File: config.mk
export PLATFORM = sky130hd
export DESIGN_NAME = store_buffer_flat
export DESIGN_NICKNAME = d
export VERILOG_FILES = /design/src/rtl/store_buffer_if.sv /design/src/rtl/store_buffer.sv /design/src/flat_wrapper.sv
export SDC_FILE = /design/constraint.sdc
export NUM_CORES = 1
export LEC_CHECK = 0
export CAP_MARGIN = 10
export CORE_AREA = 2 2 149 151
export CTS_CLUSTER_DIAMETER = 100
export DETAILED_ROUTE_END_ITERATION = 8
export DIE_AREA = 0 0 151 153
export PLACE_DENSITY = 0.81
export SYNTH_ARGS = -nofsm -noshare
export SYNTH_HDL_FRONTEND = slang
export SYNTH_SLANG_ARGS = --single-unit
export TNS_END_PERCENT = 50
File: constraint.sdc
create_clock -name clk_i -period 6.9 [get_ports clk_i]
set_input_delay 1.035 -clock clk_i [delete_from_list [all_inputs] [get_ports clk_i]]
set_output_delay 1.035 -clock clk_i [all_outputs]
set_load 0.01 [all_outputs]
File: src/rtl/store_buffer_if.sv
// Core/cache-facing signal bundle for the store buffer.
// The master modport drives requests; the slave modport is the buffer itself.
interface store_buffer_if;
    logic        st_valid;
    logic [31:0] st_addr;
    logic [31:0] st_data;
    logic [3:0]  st_be;
    logic        ld_valid;
    logic [31:0] ld_addr;
    logic        cache_miss;
    logic        cache_wr_req;
    logic [31:0] cache_addr;
    logic [31:0] cache_wr_data;
    logic [3:0]  cache_be;
    logic        st_stall;
    logic        ld_stall;
    logic        empty;
    logic        full;

    modport master (
        output st_valid, st_addr, st_data, st_be, ld_valid, ld_addr, cache_miss,
        input  cache_wr_req, cache_addr, cache_wr_data, cache_be,
        input  st_stall, ld_stall, empty, full
    );

    modport slave (
        input  st_valid, st_addr, st_data, st_be, ld_valid, ld_addr, cache_miss,
        output cache_wr_req, cache_addr, cache_wr_data, cache_be,
        output st_stall, ld_stall, empty, full
    );
endinterface

File: src/rtl/store_buffer.sv
// Circular store buffer between the MEM stage and the data cache. Stores drain one per
// cycle when no load is pending; loads to a buffered word stall (no forwarding).
module store_buffer #(
    parameter int unsigned DEPTH = 4
) (
    input logic          clk_i,
    input logic          rst_ni,
    store_buffer_if.slave bus
);
    localparam int unsigned PtrW = (DEPTH > 1) ? $clog2(DEPTH) : 1;
    localparam int unsigned CntW = PtrW + 1;

    typedef enum logic [0:0] {StIdle, StDrain} state_e;

    state_e            state_q, state_d;
    logic [PtrW-1:0]   wr_ptr_q, wr_ptr_d;
    logic [PtrW-1:0]   rd_ptr_q, rd_ptr_d;
    logic [CntW-1:0]   count_q, count_d;
    logic [DEPTH-1:0]  valid_q, valid_d;

    logic [29:0]       addr_q [DEPTH];
    logic [31:0]       data_q [DEPTH];
    logic [3:0]        be_q   [DEPTH];

    logic full, empty, push, pop, conflict, draining;

    assign full     = (count_q == CntW'(DEPTH));
    assign empty    = (count_q == '0);
    // A full buffer never admits a store, even if the head pops this same cycle.
    assign push     = bus.st_valid & ~full;
    assign draining = (state_q == StDrain);
    assign pop      = draining & ~bus.cache_miss;

    always_comb begin
        wr_ptr_d = wr_ptr_q;
        rd_ptr_d = rd_ptr_q;
        count_d  = count_q;
        valid_d  = valid_q;
        if (push) begin
            wr_ptr_d          = wr_ptr_q + PtrW'(1);
            valid_d[wr_ptr_q] = 1'b1;
        end
        if (pop) begin
            rd_ptr_d          = rd_ptr_q + PtrW'(1);
            valid_d[rd_ptr_q] = 1'b0;
        end
        unique case ({push, pop})
            2'b10:   count_d = count_q + CntW'(1);
            2'b01:   count_d = count_q - CntW'(1);
            default: count_d = count_q;
        endcase
    end

    // Counting the same-cycle push lets a store reach the cache one cycle after enqueue.
    always_comb begin
        state_d = state_q;
        unique case (state_q)
            StIdle: begin
                if ((!empty || push) && !bus.ld_valid) state_d = StDrain;
            end
            StDrain: begin
                if (pop) state_d = (count_d != '0 && !bus.ld_valid) ? StDrain : StIdle;
            end
            default: state_d = StIdle;
        endcase
    end

    always_comb begin
        conflict = push && (bus.st_addr[31:2] == bus.ld_addr[31:2]);
        for (int unsigned i = 0; i < DEPTH; i++) begin
            if (valid_q[i] && (addr_q[i] == bus.ld_addr[31:2])) conflict = 1'b1;
        end
    end

    always_ff @(posedge clk_i or negedge rst_ni) begin
        if (!rst_ni) begin
            state_q  <= StIdle;
            wr_ptr_q <= '0;
            rd_ptr_q <= '0;
            count_q  <= '0;
            valid_q  <= '0;
        end else begin
            state_q  <= state_d;
            wr_ptr_q <= wr_ptr_d;
            rd_ptr_q <= rd_ptr_d;
            count_q  <= count_d;
            valid_q  <= valid_d;
        end
    end

    // Payload needs no reset; validity is tracked separately.
    always_ff @(posedge clk_i) begin
        if (push) begin
            addr_q[wr_ptr_q] <= bus.st_addr[31:2];
            data_q[wr_ptr_q] <= bus.st_data;
            be_q[wr_ptr_q]   <= bus.st_be;
        end
    end

    always_comb begin
        bus.cache_wr_req  = draining;
        bus.cache_addr    = '0;
        bus.cache_wr_data = '0;
        bus.cache_be      = '0;
        if (draining) begin
            bus.cache_addr    = {addr_q[rd_ptr_q], 2'b00};
            bus.cache_wr_data = data_q[rd_ptr_q];
            bus.cache_be      = be_q[rd_ptr_q];
        end
    end

    assign bus.st_stall = bus.st_valid & full;
    assign bus.ld_stall = bus.ld_valid & (draining | conflict);
    assign bus.empty    = empty;
    assign bus.full     = full;

endmodule

File: src/flat_wrapper.sv
// flat-port wrapper written by rule: the top's interface ports become plain ports
module store_buffer_flat 
#(
    parameter int unsigned DEPTH = 4
)
  (clk_i, rst_ni, bus_st_valid, bus_st_addr, bus_st_data, bus_st_be, bus_ld_valid, bus_ld_addr, bus_cache_miss, bus_cache_wr_req, bus_cache_addr, bus_cache_wr_data, bus_cache_be, bus_st_stall, bus_ld_stall, bus_empty, bus_full);
  store_buffer_if bus_i ();
  input logic clk_i;
  input logic rst_ni;
  input wire logic [$bits(bus_i.st_valid)-1:0] bus_st_valid;
  input wire logic [$bits(bus_i.st_addr)-1:0] bus_st_addr;
  input wire logic [$bits(bus_i.st_data)-1:0] bus_st_data;
  input wire logic [$bits(bus_i.st_be)-1:0] bus_st_be;
  input wire logic [$bits(bus_i.ld_valid)-1:0] bus_ld_valid;
  input wire logic [$bits(bus_i.ld_addr)-1:0] bus_ld_addr;
  input wire logic [$bits(bus_i.cache_miss)-1:0] bus_cache_miss;
  output wire logic [$bits(bus_i.cache_wr_req)-1:0] bus_cache_wr_req;
  output wire logic [$bits(bus_i.cache_addr)-1:0] bus_cache_addr;
  output wire logic [$bits(bus_i.cache_wr_data)-1:0] bus_cache_wr_data;
  output wire logic [$bits(bus_i.cache_be)-1:0] bus_cache_be;
  output wire logic [$bits(bus_i.st_stall)-1:0] bus_st_stall;
  output wire logic [$bits(bus_i.ld_stall)-1:0] bus_ld_stall;
  output wire logic [$bits(bus_i.empty)-1:0] bus_empty;
  output wire logic [$bits(bus_i.full)-1:0] bus_full;
  assign bus_i.st_valid = bus_st_valid;
  assign bus_i.st_addr = bus_st_addr;
  assign bus_i.st_data = bus_st_data;
  assign bus_i.st_be = bus_st_be;
  assign bus_i.ld_valid = bus_ld_valid;
  assign bus_i.ld_addr = bus_ld_addr;
  assign bus_i.cache_miss = bus_cache_miss;
  assign bus_cache_wr_req = bus_i.cache_wr_req;
  assign bus_cache_addr = bus_i.cache_addr;
  assign bus_cache_wr_data = bus_i.cache_wr_data;
  assign bus_cache_be = bus_i.cache_be;
  assign bus_st_stall = bus_i.st_stall;
  assign bus_ld_stall = bus_i.ld_stall;
  assign bus_empty = bus_i.empty;
  assign bus_full = bus_i.full;
  store_buffer #(.DEPTH(DEPTH)) u_core (.clk_i(clk_i), .rst_ni(rst_ni), .bus(bus_i));
endmodule
==> impl_metrics.tcl <==
set metrics [dict create \
    antenna_left 0 \
    start_util_pct 57.90 \
    worstPathBufferInverterCount 2 \
    min-delay-path-class "register to register" \
    status "finished clean" \
    dieArea_mm2 0.02310 \
    cp_slowest_cell "clkdlybuf4s50_1" \
    hpwl_mm 18.62 \
    tightest_slew_ns 1.229 \
    fin_crit_sh_pct 69.72 \
    synthCells 714 \
    clk_path_buf_depth 3 \
    grt_antenna_before_repair 1 \
    total_leakage_power_nw 4.881 \
    arrival_ns 3.78 \
    finalHoldViolCount 0 \
    path_cells "clkdlybuf4s50_1 -> xor2_1 -> nor4_2 -> nand4_1 -> or4_1 -> a41oi_2 -> clkdlybuf4s50_1" \
    p_per_area_mw_per_mm2 403.5 \
    p_sw_share_pct 30.30 \
    layout_min_cycle_time_ns 4.811 \
    max_freq_ghz 0.2079 \
    synthTopCellsByCount "264 x edfxtp_1, 111 x xnor2_1, 71 x and2_1" \
    clock-sinks 276 \
    yosys_warnings 0 \
    worstSetupPathType "input pin to output pin" \
    yosysSeqAreaShare_pct 66.14 \
    htreeDepth 1 \
    rsz0062_at_grt "false" \
    synth-main-ff-cell "edfxtp_1" \
    syn2layout_area_growth_pct 21.75 \
    ys_ff_latch 276 \
    numPortBuffers 171 \
    fillers 1418 \
    fp-row-count 54 \
    comb_power_share_pct 36.1 \
    wirelength_mm 28.09 \
    crit_start "bus_ld_addr[6]" \
    p_switching_mw 1.851 \
    ioPinCount 178 \
    critPathRequiredTime_ns 5.86 \
    first_pass_iters 4 \
    r2r-start "u_core.count_q[2]" \
    yosys.area.top_type_share_pct 63.72 \
    synthesis.area_mm2 0.01244 \
    num_vias 6842 \
    crit_fanout 5 \
    async_flop_share_pct 4.348 \
    clock_skew_ns 0.007578 \
    path_clk_slew_ns 0.06 \
    avgSynthCellArea_um2 17.42 \
    cts_hold_buf 0 \
    power.clock.fraction_pct 23.3 \
    clock-root-buffer "clkbuf_16" \
    seqPwrFrac_pct 40.6 \
    grt_max_degree 69 \
    viasPerCell 5.863 \
    end_kind "output pin" \
    setup.worst_path.end "bus_ld_stall" \
    fin_nets 982 \
    synth_area_leaders "edfxtp_1 64%, mux4_2 12%, xnor2_1 7.8%, and2_1 3.6%, xor2_1 3.1%" \
    cts_tree "yes" \
    slew_headroom_pct 18.07 \
    synth_cell_types 32 \
    worstReg2RegEnd "u_core.addr_q[1][26]" \
    cts_resized 0 \
    dieHeight_um 153 \
    design.core.area_mm2 0.02149 \
    r2r_setup_slack_ns 3.66 \
    grt_overflow 0 \
    drv_slew 0 \
    grt_usage_pct 24.61 \
    grt_first_pass_wirelength_mm 42.27 \
    critPathTopFamily "buffers and inverters" \
    grt_pass1_vias 7412 \
    avgRoutedWirePerCell_um 24.07 \
    synth_edf_count 264 \
    max_cap_violations 0 \
    ir_drop_mv 0.3012 \
    drive_gt1_share_pct 13.88 \
    drc 0 \
    die_x_um 151 \
    worstRegToRegCells 4 \
    p_int_mw 4.260 \
    finalSetupViolCount 0 \
    synth_area_leader_cell "edfxtp_1" \
    path_depth 7 \
    setup_tns_ns 0 \
    yosysMostFrequentCell "edfxtp_1" \
    cts_made_buffers 27 \
    gp_congestion 0.8732 \
    cpMostUsedCell "clkdlybuf4s50_1" \
    drt_iter0_markers 427 \
    power.total_mw 6.111 \
    slowest_delay_ns 0.63 \
    postCtsSetupRepairBufs 0 \
    insertion_delay_ns 0.53 \
    cp-start-kind "input pin" \
]
## layout by cell type (no fill, tap or decap), types with 2 or more instances in the layout
| cell | n |
|---|---|
| nand2_1 | 2 |
| dfrtp_1 | 9 |
| a2bb2oi_1 | 4 |
| clkinv_1 | 6 |
| o21ai_0 | 3 |
| nand4_1 | 29 |
| nor4_1 | 15 |
| bufinv_16 | 3 |
| nand3_1 | 2 |
| dfrtp_2 | 2 |
| nor2_1 | 2 |
| ha_1 | 9 |
| clkbuf_16 | 27 |
| clkdlybuf4s50_1 | 171 |
| and2_2 | 4 |
| xor2_1 | 44 |
| edfxtp_1 | 264 |
| xnor2_1 | 111 |
| clkinv_2 | 7 |
| nor4_2 | 3 |
| conb_1 | 2 |
| o31a_1 | 2 |
| and2_1 | 67 |
| inv_1 | 10 |
| buf_4 | 7 |
| mux4_2 | 66 |
| clkbuf_1 | 3 |
## how the worst min path moves through the flow
| stage | start | end | slack [ns] | cells past startpoint |
|---|---|---|---|---|
| after CTS | u_core.count_q[2] | u_core.count_q[2] | 0.56 | 1 |
| after global placement | u_core.count_q[2] | u_core.count_q[2] | 0.51 | 1 |
| after detailed placement | u_core.valid_q[1] | u_core.valid_q[1] | 0.54 | 1 |
| after global routing | u_core.valid_q[1] | u_core.valid_q[1] | 0.59 | 1 |
| after floorplan | u_core.count_q[2] | u_core.count_q[2] | 0.49 | 1 |
| final | u_core.valid_q[1] | u_core.valid_q[1] | 0.57 | 1 |
## area by class of cell
type                       instances  area, µm²  share of cell area [%]
clock inverter                    18      163.9                   1.082
sequential                       276       8234                   54.36
inverter                          10      37.54                  0.2478
antenna                            1      2.502                 0.01652
clock buffer                      30      686.9                   4.535
tap                              280      350.3                   2.313
timing repair buffer             178       1764                   11.65
multi-input combinational        374       3908                   25.80
## per-layer routing
metal  GRT usage, %  wire (µm)  up-vias  part of all wire [%]
met2          42.01      14170      314                    50
met5              0         12        -                 0.043
li1               -          -     3020                     -
met3          5.701       2499       56                   8.9
met1          31.45      10550     3450                    38
met4          7.699        861        2                   3.1
## per-stage QoR
stage / area [µm²] / std cells / setup slack (ns) / utilization [%] / hold slack [ns]
3_5_place_dp: 14290 / 1118 / 2.122 / 66.53 / 0.5397
6_report: 15150 / 1167 / 2.089 / 70.50 / 0.5678
4_1_cts: 15140 / 1166 / 2.105 / 70.49 / 0.5562
3_3_place_gp: 14290 / 1118 / 2.121 / 66.53 / 0.5127
5_1_grt: 15140 / 1166 / 2.019 / 70.49 / 0.5886
2_1_floorplan: 12440 / 715 / 3.471 / - / 0.4931
## registers in the layout, summed over array words and instances (netlist names)
name,count
u_core.wr_ptr_q,2
u_core.data_q,128
u_core.count_q,3
u_core.bus.cache_wr_req,1
u_core.valid_q,4
u_core.addr_q,120
u_core.rd_ptr_q,2
u_core.be_q,16
## kinds of logic (layout without fill, tap and decap cells)
family / count (synthesis) / after routing / share of synthesized area (%)
AOI/OAI and AO/OA: 12 / 12 / 0.8046
xor gates and xnor gates: 155 / 155 / 10.91
adders and majority gates: 10 / 10 / 1.066
buffers and inverters: 65 / 236 / 2.524
DFF: 276 / 276 / 66.14
muxes: 67 / 67 / 12.03
other: 1 / 3 / 0.03014
and+or+nand+nor: 128 / 128 / 6.497
## power by group through the flow
stage	Clock [mW]	Sequential, mW	Combinational, mW
after global routing	1.51	2.52	2.37
after CTS	1.45	2.49	2.24
after detailed placement	0	2.52	2.21
after floorplan	0	2.37	1.35
after global placement	0	2.49	2.19
final	1.43	2.48	2.21
Note: power is estimated with default switching activity, not from simulation.
